`config.mk`:
```
export PLATFORM = sky130hd
export DESIGN_NAME = dac_sample_pacer
export DESIGN_NICKNAME = d
export VERILOG_FILES = /design/src/rtl/dac_pkg.sv /design/src/rtl/dac_fifo.sv /design/src/rtl/dac_sample_pacer.sv
export SDC_FILE = /design/constraint.sdc
export NUM_CORES = 1
export LEC_CHECK = 0
export ABC_AREA = 1
export ABC_CLOCK_PERIOD_IN_PS = 2100
export BUFFER_PORTS_ARGS = -buffer_cell sky130_fd_sc_hd__buf_2
export CORE_MARGIN = 2
export CORE_UTILIZATION = 53
export CTS_BUF_LIST = sky130_fd_sc_hd__clkbuf_4 sky130_fd_sc_hd__clkbuf_8 sky130_fd_sc_hd__clkbuf_16
export DETAILED_ROUTE_END_ITERATION = 16
export PLACE_DENSITY = 0.85
export SYNTH_ARGS = -nofsm -noshare
export SYNTH_HDL_FRONTEND = slang
export SYNTH_SLANG_ARGS = --single-unit
```
`constraint.sdc`:
```
create_clock -name CLK -period 2.1 [get_ports CLK]
set_clock_uncertainty 0.1 [all_clocks]
set_input_delay 0.21 -clock CLK [delete_from_list [all_inputs] [get_ports CLK]]
set_output_delay 0.21 -clock CLK [all_outputs]
set_load 0.05 [all_outputs]
```
`src/rtl/dac_pkg.sv`:
```
// Shared constants for the DAC sample pacer: bus width, midscale code and
// default FIFO depth / rate-divider width.
package dac_pkg;

    localparam int DAC_DATA_W = 10;
    localparam logic [DAC_DATA_W-1:0] DAC_MIDSCALE = 10'd512;
    localparam int DAC_DEPTH = 8;
    localparam int DAC_DIV_W = 8;

endpackage

```
`src/rtl/dac_fifo.sv`:
```
// Synchronous single-clock FIFO with a show-ahead head output; pointers wrap
// modulo DEPTH and an explicit occupancy counter distinguishes full from empty.
module dac_fifo #(
    parameter int DATA_W = 10,
    parameter int DEPTH  = 8
) (
    input  logic                     clk,
    input  logic                     reset,
    input  logic                     push_i,
    input  logic                     pop_i,
    input  logic [DATA_W-1:0]        wr_data_i,
    output logic [DATA_W-1:0]        head_o,
    output logic                     full_o,
    output logic                     empty_o,
    output logic [$clog2(DEPTH):0]   level_o
);

    localparam int AW = $clog2(DEPTH);
    localparam logic [AW:0] FULL_LVL = (AW+1)'(DEPTH);

    logic [DATA_W-1:0] mem_q [DEPTH];
    logic [AW-1:0]     wr_ptr_q, wr_ptr_d;
    logic [AW-1:0]     rd_ptr_q, rd_ptr_d;
    logic [AW:0]       level_q, level_d;
    logic              do_push_s, do_pop_s;

    assign full_o    = (level_q == FULL_LVL);
    assign empty_o   = (level_q == (AW+1)'(0));
    assign level_o   = level_q;
    assign head_o    = mem_q[rd_ptr_q];
    assign do_push_s = push_i && !full_o;
    assign do_pop_s  = pop_i && !empty_o;

    // Storage array: written only on an accepted push, never reset.
    always_ff @(posedge clk) begin
        if (do_push_s) begin
            mem_q[wr_ptr_q] <= wr_data_i;
        end
    end

    // Next-state pointers and occupancy.
    always_comb begin
        wr_ptr_d = wr_ptr_q;
        rd_ptr_d = rd_ptr_q;
        level_d  = level_q;
        if (do_push_s) begin
            wr_ptr_d = wr_ptr_q + AW'(1);
        end else begin
            wr_ptr_d = wr_ptr_q;
        end
        if (do_pop_s) begin
            rd_ptr_d = rd_ptr_q + AW'(1);
        end else begin
            rd_ptr_d = rd_ptr_q;
        end
        case ({do_push_s, do_pop_s})
            2'b10:   level_d = level_q + (AW+1)'(1);
            2'b01:   level_d = level_q - (AW+1)'(1);
            default: level_d = level_q;
        endcase
    end

    // Pointer and occupancy registers.
    always_ff @(posedge clk) begin
        if (reset) begin
            wr_ptr_q <= AW'(0);
            rd_ptr_q <= AW'(0);
            level_q  <= (AW+1)'(0);
        end else begin
            wr_ptr_q <= wr_ptr_d;
            rd_ptr_q <= rd_ptr_d;
            level_q  <= level_d;
        end
    end

endmodule

```
`src/rtl/dac_sample_pacer.sv`:
```
// Paces buffered core samples onto the DAC data bus at a programmable tick rate,
// flagging ticks that find the buffer empty.
module dac_sample_pacer
    import dac_pkg::*;
#(
    parameter int DATA_W = DAC_DATA_W,
    parameter int DEPTH  = DAC_DEPTH,
    parameter int DIV_W  = DAC_DIV_W
) (
    input  logic                   CLK,
    input  logic                   reset,
    input  logic                   enable,
    input  logic [DIV_W-1:0]       rate_div,
    input  logic [DATA_W-1:0]      in_data,
    input  logic                   in_valid,
    output logic                   in_ready,
    input  logic                   clr_underflow,
    output logic [DATA_W-1:0]      dac_d,
    output logic                   underflow,
    output logic [$clog2(DEPTH):0] level
);

    localparam logic [DATA_W-1:0] MIDSCALE_C = (DATA_W == DAC_DATA_W) ?
        DATA_W'(DAC_MIDSCALE) : {1'b1, {(DATA_W-1){1'b0}}};

    logic [DIV_W-1:0]  count_q, count_d;
    logic [DATA_W-1:0] dac_q, dac_d_s;
    logic              underflow_q, underflow_d;
    logic              tick_s, pop_s, push_s;
    logic              full_s, empty_s;
    logic [DATA_W-1:0] head_s;

    // A push landing this cycle is invisible to this cycle's tick, since
    // empty_s comes from the registered occupancy.
    assign tick_s   = enable && (count_q == rate_div);
    assign pop_s    = tick_s && !empty_s;
    assign in_ready = !full_s;
    assign push_s   = in_valid && in_ready;

    dac_fifo #(
        .DATA_W (DATA_W),
        .DEPTH  (DEPTH)
    ) u_fifo (
        .clk       (CLK),
        .reset     (reset),
        .push_i    (push_s),
        .pop_i     (pop_s),
        .wr_data_i (in_data),
        .head_o    (head_s),
        .full_o    (full_s),
        .empty_o   (empty_s),
        .level_o   (level)
    );

    // Tick counter, output code and sticky underflow next-state.
    always_comb begin
        count_d     = count_q;
        dac_d_s     = dac_q;
        underflow_d = underflow_q;
        if (!enable) begin
            count_d = DIV_W'(0);
        end else if (count_q >= rate_div) begin
            count_d = DIV_W'(0);
        end else begin
            count_d = count_q + DIV_W'(1);
        end
        if (pop_s) begin
            dac_d_s = head_s;
        end else begin
            dac_d_s = dac_q;
        end
        if (tick_s && empty_s) begin
            underflow_d = 1'b1;
        end else if (clr_underflow) begin
            underflow_d = 1'b0;
        end else begin
            underflow_d = underflow_q;
        end
    end

    // Pacer state registers.
    always_ff @(posedge CLK) begin
        if (reset) begin
            count_q     <= DIV_W'(0);
            dac_q       <= MIDSCALE_C;
            underflow_q <= 1'b0;
        end else begin
            count_q     <= count_d;
            dac_q       <= dac_d_s;
            underflow_q <= underflow_d;
        end
    end

    assign dac_d     = dac_q;
    assign underflow = underflow_q;

endmodule

```
* Word level (Yosys, flattened, before mapping)
Memories as Yosys holds them, arrays and structs flattened. A register that Yosys moved wholly into a read port is not among the register bits.
Cells that the tools add are included.
** Cells by class
- $add $sub $neg :: 5
- Order comparisons :: 1
- Equality and inequality tests :: 4
- Muxes and demuxes :: 5
- Bitwise logic cells :: 1
- Reduce and logical (&&, ||, !) cells :: 12
** Operators with widths (number)
- $add A8 B1 Y8 const B :: 1
- $eq A8 B8 Y1 :: 1
- $ge A8 B8 Y1 :: 1
- $pmux W4 S2 :: 1
- $add A3 B1 Y3 const B :: 2
- $logic_and A1 B1 Y1 :: 6
- $add A4 B1 Y4 const B :: 1
- $eq A4 B4 Y1 const B :: 1
- $logic_not A4 Y1 :: 1
- $mux W1 :: 4
- $reduce_bool A2 Y1 :: 2
- $sub A4 B1 Y4 const B :: 1
- $reduce_or A3 Y1 :: 1
- $eq A2 B1 Y1 const B :: 1
- $eq A2 B2 Y1 const B :: 1
- $logic_not A1 Y1 :: 2
- $not A1 Y1 :: 1
** Storage, ports and cells
- Bits in registers :: 19
- Bits in writable memories :: 80
- Bits of input ports :: 23
- Output and inout port bits :: 16
- Logic and storage cells :: 34
- Memories :: 1
** Memory list
- u_fifo.mem_q :: depth 8, bits a word 10, rd ports 1, clocked after memory_dff 1, write ports 1, RTL line dac_fifo.sv:21 : logic [DATA_W-1:0] mem_q [DEPTH];

* Logic depth before layout (Yosys ltp)
Gate-level depths: netlist (run 1).
- Word-level depth :: 6
- Gate-level depth with buffers :: 18
- Gate-level depth less buffers :: 18

* Modules after synthesis
From an unflattened synthesis (run 1), not the netlist that was laid out.
** Unflattened totals
- Cell total of the unflattened synthesis :: 469
- Area total of the unflattened synthesis :: 4916.0 um^2
** By module, submodules not included
- dac_fifo :: instances 1, cells an instance 318, area an instance 3882.5 um^2
- dac_sample_pacer :: instances 1, cells an instance 151, area an instance 1033.5 um^2

* Least setup slack after synthesis (run 1)
No wires, ideal clock.
- Path type :: reg-to-reg
- Start :: register u_fifo.level_q[3], in the netlist u_fifo.level_o[3]
- End :: register u_fifo.level_q[2], in the netlist u_fifo.level_o[2]
- Setup time :: 115 ps
- Arrival :: 2537 ps
- Required time :: 1885 ps
- Setup slack :: -652 ps
- Cell stages (with the launch flop) :: 12
- Buffers on the path :: 0
- Period minus slack after synthesis :: 2752 ps
- Cell sequence :: dfxtp_1 -> nand3_1 -> nand2_1 -> ha_1 -> nand2_1 -> inv_1 -> nor2_1 -> ha_1 -> a21oi_1 -> xnor2_1 -> o21ai_0 -> inv_1
** Between the ends
- Longest elaborated chain between the ends :: 6
- Elaborated cells between the ends (all ways) :: 12
- Classes of those cells :: 3 x eq/ne; 1 x mux; 8 x reduce/logical
** Ends and longest elaborated chain
- start, declared :: RTL line dac_fifo.sv:24 : logic [AW:0] level_q, level_d;
- start signal, assigned :: RTL line dac_fifo.sv:68 : level_q <= (AW+1)'(0);
- start signal, assigned :: RTL line dac_fifo.sv:72 : level_q <= level_d;
- $eq A4 B4 Y1 (*) :: RTL line dac_fifo.sv:27 : assign full_o = (level_q == FULL_LVL);
- $logic_not A1 Y1 (*) :: RTL line dac_sample_pacer.sv:37 : assign in_ready = !full_s;
- net in_ready :: RTL line dac_sample_pacer.sv:16 : output logic in_ready,
- $logic_and A1 B1 Y1 :: RTL line dac_sample_pacer.sv:38 : assign push_s = in_valid && in_ready;
- $logic_and A1 B1 Y1 (*) :: RTL line dac_fifo.sv:31 : assign do_push_s = push_i && !full_o;
- $eq A2 B1 Y1 / $eq A2 B2 Y1 (equally long branches) :: RTL line dac_fifo.sv:56 : case ({do_push_s, do_pop_s})
- $pmux W4 S2 / $reduce_bool A2 Y1 (equally long branches)
Mark *: on every way through the listed nets, which the timed path passes. The rest lies on a longest branch.
A chain may end at the register's enable or synchronous reset.

* Final worst setup path (run 1)
- Start :: register count_q[2]
- End :: register u_fifo.level_q[2], in the netlist u_fifo.level_o[2]
** Between the ends
- Longest elaborated chain between the ends :: 6
- Elaborated cells between the ends (all ways) :: 8
- Classes of those cells :: 3 x eq/ne; 1 x mux; 4 x reduce/logical
** Ends and longest elaborated chain
- start, declared :: RTL line dac_sample_pacer.sv:26 : logic [DIV_W-1:0] count_q, count_d;
- start signal, assigned :: RTL line dac_sample_pacer.sv:88 : count_q <= count_d;
- $eq A8 B8 Y1 (*) :: RTL line dac_sample_pacer.sv:35 : assign tick_s = enable && (count_q == rate_div);
- $logic_and A1 B1 Y1 (*) :: RTL line dac_sample_pacer.sv:35
- $logic_and A1 B1 Y1 (*) :: RTL line dac_sample_pacer.sv:36 : assign pop_s = tick_s && !empty_s;
- net pop_s :: RTL line dac_sample_pacer.sv:29 : logic tick_s, pop_s, push_s;
- $logic_and A1 B1 Y1 (*) :: RTL line dac_fifo.sv:32 : assign do_pop_s = pop_i && !empty_o;
- $eq A2 B1 Y1 / $eq A2 B2 Y1 (equally long branches) :: RTL line dac_fifo.sv:56
- $pmux W4 S2 / $reduce_bool A2 Y1 (equally long branches)
Marked as above.

==> results of run 1 <==
[layout by cell type, fill, tap and decap left out, types with 2 or more instances in the layout]
master	netlist	final
sky130_fd_sc_hd__a21oi_1	10	9
sky130_fd_sc_hd__a21oi_2	1	2
sky130_fd_sc_hd__buf_2	13	38
sky130_fd_sc_hd__buf_4	0	33
sky130_fd_sc_hd__clkbuf_8	0	9
sky130_fd_sc_hd__clkinv_4	0	2
sky130_fd_sc_hd__dfxtp_1	29	18
sky130_fd_sc_hd__dfxtp_2	0	11
sky130_fd_sc_hd__dlygate4sd3_1	0	2
sky130_fd_sc_hd__edfxtp_1	80	80
sky130_fd_sc_hd__ha_1	14	4
sky130_fd_sc_hd__ha_4	0	9
sky130_fd_sc_hd__inv_1	40	37
sky130_fd_sc_hd__inv_2	2	5
sky130_fd_sc_hd__inv_8	0	2
sky130_fd_sc_hd__nand2_1	127	122
sky130_fd_sc_hd__nand2_2	2	7
sky130_fd_sc_hd__nand3_1	65	63
sky130_fd_sc_hd__nand4_1	2	2
sky130_fd_sc_hd__nor2_1	55	50
sky130_fd_sc_hd__nor2_2	1	5
sky130_fd_sc_hd__nor2_4	1	2
sky130_fd_sc_hd__o211ai_1	2	2
sky130_fd_sc_hd__o21ai_0	13	9
sky130_fd_sc_hd__o21ai_1	0	4
sky130_fd_sc_hd__xnor2_1	6	6
sky130_fd_sc_hd__xor2_1	3	3
[layout make-up]
type	count	share of cell area, %
Sequential cell	109	53.8
Multi-Input combinational cell	304	29.3
Timing Repair Buffer	73	8.22
Inverter	43	2.90
Tap cell	108	2.42
Clock buffer	10	2.36
Clock inverter	6	1.01
[per-layer routing]
metal	vias up	routed length (um)	track usage [%]
met3	10	800	3.22
li1	1702	-	-
met5	-	0	0
met2	131	5110	38.2
met1	1619	4000	27.1
met4	0	144	8.75
[where the power goes]
| part | leakage, nW | switching, mW | internal (mW) |
|---|---|---|---|
| Sequential | 0.966 | 0.0314 | 2.37 |
| Clock | 0.0943 | 0.741 | 0.471 |
| Combinational | 1.22 | 0.207 | 0.109 |
[sequential cells by signal, summed over array words and instances, names as in the netlist]
register	cells
count_q	8
dac_d	10
u_fifo.level_o	4
u_fifo.mem_q	80
u_fifo.rd_ptr_q	3
u_fifo.wr_ptr_q	3
underflow	1
[worst max-delay path by stage]
| stage | from | endpoint | slack [ns] | depth (start not counted) |
|---|---|---|---|---|
| 2_1_floorplan | u_fifo.level_o[2] | u_fifo.mem_q[0][0] | -0.09 | 6 |
| 3_3_place_gp | rate_div[3] | u_fifo.level_o[2] | -0.04 | 18 |
| 3_5_place_dp | rate_div[3] | u_fifo.level_o[2] | -0.11 | 18 |
| 4_1_cts | count_q[0] | u_fifo.level_o[2] | -0.09 | 17 |
| 5_1_grt | count_q[0] | u_fifo.level_o[2] | -0.16 | 17 |
| 6_report | count_q[2] | u_fifo.level_o[2] | -0.02 | 16 |
[metrics by stage]
step / cell area [sq um] / TNS [ns] / power (mW)
finish: 5570 / -0.0300 / 3.93
global route: 5570 / -0.368 / 4.08
CTS: 5500 / -0.109 / 3.94
detailed placement: 5180 / -0.145 / 2.73
global placement: 5180 / -0.0404 / 2.72
floorplan: 4760 / -5.64 / 2.62
[timing repair]
| item | in CTS | in global routing |
|---|---|---|
| hold endpoints to repair | 8 | 0 |
| resized for setup | 16 | 12 |
| pin swaps | 11 | 7 |
| buffers inserted | 6 | 1 |
| hold buffers | 2 | 0 |
| setup endpoints to repair | 3 | 12 |
[logic make-up after synthesis]
family	count (synthesis)	synth area share, %
and+or+nand+nor	254	22.5
DFF	109	63.2
buffers and inverters	61	5.70
AOI/OAI and AO/OA	27	3.21
adders and majority gates	14	3.71
xor gates and xnor gates	9	1.67
==> impl_metrics.yaml, run 1 <==
critical_path:
  worst_ep_arrival_time_ns: 2.29
  endpoint_kind: "register"
  worstPathMaxFanout: 4
  critPathRequiredTime_ns: 2.27
  timing.reg2reg.worst_path_depth: 16
  cpMaxStageDelayCell: "sky130_fd_sc_hd__dfxtp_2"
  max_stage_delay_on_crit_path_ns: 0.35
  path_delay_family: "adder cells"
  cp_num_buf_inv: 3
  r2r_end: "u_fifo.level_o[2]"
  r2r-start: "count_q[2]"
  worst-r2r-setup-slack_ns: -0.02
  cp-start-kind: "register"
  timing.critical_path.mode_cell: "sky130_fd_sc_hd__nand2_2"
  timing.critical_path.cells: "ha_4, nand2_2, nor2_2, nand2_2, nor2_4, nand2_2, inv_2, ha_4, nand2_2, inv_2, nor2_2, ha_4, a21oi_2, xnor2_1, o21ai_1, inv_1"
  worst-setup-path-type: "reg2reg"
routing:
  via_per_inst: 5.30
  final_antenna_violating_net_count: 0
  drtPass1Iterations: 4
  drt_first_iter_violations: 283
  routedWlPerCell_um: 15.4
  vias: 3462
  drc: 0
  detail_route.wirelength_um: 10100
sta:
  finalWorstPathRequiredPeriod_ns: 2.12
  final.hold.worst_slack_ns: 0.0135
  number_of_setup_violations_in_the_final_report: 2
  tightest_slew_ns: 0.705
  max-slew-margin-rel_pct: 52.9
  fmax_mhz: 471
  final-hold-violation-count: 0
  final.setup.worst_slack_ns: -0.0220
  maxSlewViolCount: 0
  unrepaired_setup_endpoints_after_global_routing: "yes"
  period_share_pct: 101
clocking:
  deepest_clock_path_buffer_count: 2
  clock_sinks: 109
  cts_tree: "built"
  clock_root_buffer: "sky130_fd_sc_hd__clkbuf_8"
  cts_made_buffers: 9
  worstSkewPairLatency_ns: 0.37
  htreeDepth: 3
  path_clk_slew_ns: 0.11
placed_design:
  dp.cells: 628
  port_buffers: 38
  hpwlAfterDp_um: 6420
  gp_congestion: 0.836
  place_ws_ns: -0.114
synth:
  synth_largest_type_area_fraction_pct: 50.9
  postSynthCellCount: 474
  synth_nets: 511
  synthTopCellsByCount: "sky130_fd_sc_hd__nand2_1 (127), sky130_fd_sc_hd__edfxtp_1 (80), sky130_fd_sc_hd__nand3_1 (65)"
  mean_instance_size_in_the_synthesized_netlist_sq_um: 9.96
  synth_area_leader_cell: "sky130_fd_sc_hd__edfxtp_1"
  ys_seq_area_share_pct: 63.2
  synthMostInstantiatedCell: "sky130_fd_sc_hd__nand2_1"
  asyncSetResetFlopFracSynth_pct: 0
  ys_seq_elements: 109
  number_of_enable_flip_flop_cells_after_synthesis: 80
  synth_cell_types: 25
  yosys_warnings: 0
  netlist_area_sq_um: 4720
  most_used_flip_flop_cell_after_synthesis: "sky130_fd_sc_hd__edfxtp_1"
  synth.area.top_cells: "sky130_fd_sc_hd__edfxtp_1 (51%), sky130_fd_sc_hd__dfxtp_1 (12%), sky130_fd_sc_hd__nand2_1 (10%)"
floorplanning:
  floorplan.die.width_um: 98.4
  die_h_um: 98.4
  fp.dieArea_sq_um: 9680
  io_pins: 39
  std_cell_rows: 34
  initial_utilization_pct: 54.4
  design.core.area_sq_um: 8680
cells_and_area:
  num-fill-cells: 677
  finish.utilization_pct: 64.2
  layout_cells_sized_above_1_pct: 24.4
  layout.nets: 577
  post_layout_nonfiller_instances: 653
  num_antenna_cells: 0
  regArea_sq_um: 3000
  area_growth_syn_to_layout_pct: 18.1
  multiInputGateArea_sq_um: 1630
status:
  status: "finished, violations left"
  failed_checks: "negative setup slack"
global_route:
  overflow: 0
  largest_net_degree_at_the_start_of_global_routing: 43
  gr-usage-all-layers_pct: 21.8
  global_route_wire_length_before_repair_um: 16400
  grt_pass1_vias: 3463
  grt_antenna_before_repair: 0
pwr:
  cellLeakagePower_nw: 2.28
  power_density_nw_per_um2: 705
  peakVddDrop_mv: 0.423
worst_hold_path:
  hold_path_startpoint: "in_data[7]"
  min-delay-path-class: "in2reg"
  worst_hold_path.num_cells: 1
  hold-path-endpoint: "u_fifo.mem_q[5][7]"
flow_run:
  max_cap_viol_count: 0
(Power assumes the default switching activity.)
==> run 2: changes to the inputs <==
==> constraint.sdc (replaced) <==
create_clock -name CLK -period 2.1 [get_ports CLK]
set_clock_uncertainty 0.1 [all_clocks]
set_input_delay 0.21 -clock CLK [delete_from_list [all_inputs] [get_ports CLK]]
set_output_delay 0.21 -clock CLK [all_outputs]
set_load 0.02 [all_outputs]
==> impl_metrics.yaml, run 2 (synthesized netlist as in run 1, its figures left out) <==
placed_design:
  hpwlAfterDp_um: 6380
  port_buffers: 38
  gp_congestion: 0.846
  place_ws_ns: -0.187
  dp.cells: 631
clocking:
  path_clk_slew_ns: 0.11
  cts_tree: "built"
  cts_made_buffers: 9
  clock_root_buffer: "sky130_fd_sc_hd__clkbuf_8"
  clock_sinks: 109
  deepest_clock_path_buffer_count: 2
  htreeDepth: 3
  worstSkewPairLatency_ns: 0.37
worst_hold_path:
  hold_path_startpoint: "in_data[7]"
  min-delay-path-class: "in2reg"
  worst_hold_path.num_cells: 1
  hold-path-endpoint: "u_fifo.mem_q[0][7]"
pwr:
  cellInternalPower_mw: 2.97
  clkPwrFrac_pct: 30.9
  peakVddDrop_mv: 0.470
  power_switching_uw: 983
  comb_power_share_pct: 8.8
  power_density_nw_per_um2: 685
  totalPowerFinal_mw: 3.96
  cellLeakagePower_nw: 2.37
  seq_power_share_pct: 60.4
  power.share.switching_pct: 24.9
status:
  status: "finished, violations left"
  failed_checks: "negative setup slack"
sta:
  fin_setup_tns_ns: -0.246
  max-slew-margin-rel_pct: 54.9
  tightest_slew_ns: 0.676
  period_share_pct: 109
  unrepaired_setup_endpoints_after_global_routing: "yes"
  final.setup.worst_slack_ns: -0.186
  final.hold.worst_slack_ns: 0.0137
  number_of_setup_violations_in_the_final_report: 2
  fmax_mhz: 438
  finalWorstPathRequiredPeriod_ns: 2.29
  maxSlewViolCount: 0
  final-hold-violation-count: 0
floorplanning:
  fp.dieArea_sq_um: 9680
  die_h_um: 98.4
  floorplan.die.width_um: 98.4
  io_pins: 39
  initial_utilization_pct: 54.4
  design.core.area_sq_um: 8680
  std_cell_rows: 34
critical_path:
  worst-r2r-setup-slack_ns: -0.19
  path_delay_family: "adder cells"
  cp-start-kind: "register"
  worst_ep_arrival_time_ns: 2.46
  endpoint_kind: "register"
  cpMaxStageDelayCell: "sky130_fd_sc_hd__dfxtp_4"
  cp_num_buf_inv: 3
  critPathRequiredTime_ns: 2.28
  r2r-start: "count_q[5]"
  worst-setup-path-type: "reg2reg"
  timing.critical_path.cells: "ha_4, nand2_4, nor2_4, nand2_2, nor2_4, nand2_2, inv_2, ha_4, nand2_2, inv_2, nor2_4, ha_4, a21oi_4, xnor2_1, o21ai_1, inv_1"
  timing.reg2reg.worst_path_depth: 16
  worstPathMaxFanout: 4
  r2r_end: "u_fifo.level_o[2]"
  max_stage_delay_on_crit_path_ns: 0.37
routing:
  via_per_inst: 5.33
  detail_route.wirelength_um: 10700
  final_antenna_violating_net_count: 0
  drc: 0
  drt_first_iter_violations: 353
  vias: 3562
  drtPass1Iterations: 5
  routedWlPerCell_um: 16.0
cells_and_area:
  layout.cells.most_common: "sky130_fd_sc_hd__nand2_1"
  layout.nets: 592
  num_antenna_cells: 0
  layout_cells_sized_above_1_pct: 25.5
  layout_common_cells: "sky130_fd_sc_hd__nand2_1 (120), sky130_fd_sc_hd__edfxtp_1 (80), sky130_fd_sc_hd__nand3_1 (64), sky130_fd_sc_hd__nor2_1 (49), sky130_fd_sc_hd__buf_4 (41)"
  largest_register_ff_count: 80
  area_growth_syn_to_layout_pct: 22.3
  post_layout_nonfiller_instances: 668
  largest_register: "u_fifo.mem_q"
global_route:
  global_route_wire_length_before_repair_um: 16500
  grt_antenna_before_repair: 0
  gr-usage-all-layers_pct: 22.1
  overflow: 0
  grt_pass1_vias: 3461
  largest_net_degree_at_the_start_of_global_routing: 42
flow_run:
  max_cap_viol_count: 0
==> run 2: cell types whose count changed in the layout (fill, tap and decap cells not counted), moves of 4 or more <==
cell / change
sky130_fd_sc_hd__dlygate4sd3_1: +7
sky130_fd_sc_hd__dfxtp_2: -5
sky130_fd_sc_hd__nand2_4: +4
sky130_fd_sc_hd__buf_4: +8
sky130_fd_sc_hd__dfxtp_1: +4
==> run 2: timing repair <==
action,in CTS,in global routing
endpoints found under the setup margin,3,16
pin swaps,11,15
setup buffers,8,5
gates resized for setup,25,22
hold buffers,9,0
endpoints found under the hold margin,56,0
==> run 2: final cells by class <==
| cell class | count | area [sq um] |
|---|---|---|
| Sequential cell | 109 | 2990 |
| Fill cell | 615 | 2910 |
| Multi-Input combinational cell | 304 | 1700 |
| Timing Repair Buffer | 88 | 588 |
| Inverter | 43 | 161 |
| Tap cell | 108 | 135 |
| Clock buffer | 10 | 131 |
| Clock inverter | 6 | 58.8 |
==> run 2: per-stage QoR <==
| stage | instance area [sq um] | utilization [%] |
|---|---|---|
| 2_1_floorplan | 4740 | - |
| 3_3_place_gp | 5180 | 59.7 |
| 3_5_place_dp | 5180 | 59.7 |
| 4_1_cts | 5630 | 64.9 |
| 5_1_grt | 5770 | 66.5 |
| 6_report | 5770 | 66.5 |
==> run 2: power groups by stage <==
stage               clock network [mW]  logic, mW  registers, mW
floorplan                            0      0.141           2.45
global placement                     0      0.259           2.43
detailed placement                   0      0.273           2.43
CTS                               1.22      0.313           2.39
global route                      1.30      0.379           2.39
finish                            1.22      0.347           2.39
==> run 2: routing by layer <==
layer | global-route usage, % | up-vias | wire length, um
met5 | 0 | - | 0
met4 | 11.6 | 0 | 338
met3 | 2.86 | 30 | 546
met2 | 37.1 | 134 | 5430
met1 | 28.0 | 1669 | 4360
li1 | - | 1729 | -
==> run 2: worst register-to-register path: stages (launching register included) <==
cell                      delay, ns
sky130_fd_sc_hd__dfxtp_4       0.37
sky130_fd_sc_hd__ha_4          0.28
sky130_fd_sc_hd__nand2_4       0.05
sky130_fd_sc_hd__nor2_4        0.11
sky130_fd_sc_hd__nand2_2       0.08
sky130_fd_sc_hd__nor2_4        0.10
sky130_fd_sc_hd__nand2_2       0.06
sky130_fd_sc_hd__inv_2         0.09
sky130_fd_sc_hd__ha_4          0.16
sky130_fd_sc_hd__nand2_2       0.06
sky130_fd_sc_hd__inv_2         0.08
sky130_fd_sc_hd__nor2_4        0.05
sky130_fd_sc_hd__ha_4          0.16
sky130_fd_sc_hd__a21oi_4       0.11
sky130_fd_sc_hd__xnor2_1       0.09
sky130_fd_sc_hd__o21ai_1       0.16
sky130_fd_sc_hd__inv_1         0.06
==> run 2: worst max-delay path by stage <==
stage                              to  depth (start not counted)        start
finish              u_fifo.level_o[2]                         16   count_q[5]
floorplan           u_fifo.level_o[2]                         16   count_q[5]
global placement    u_fifo.level_o[2]                         18  rate_div[3]
global route        u_fifo.level_o[2]                         16   count_q[5]
CTS                 u_fifo.level_o[2]                         17   count_q[0]
detailed placement  u_fifo.level_o[2]                         18  rate_div[3]
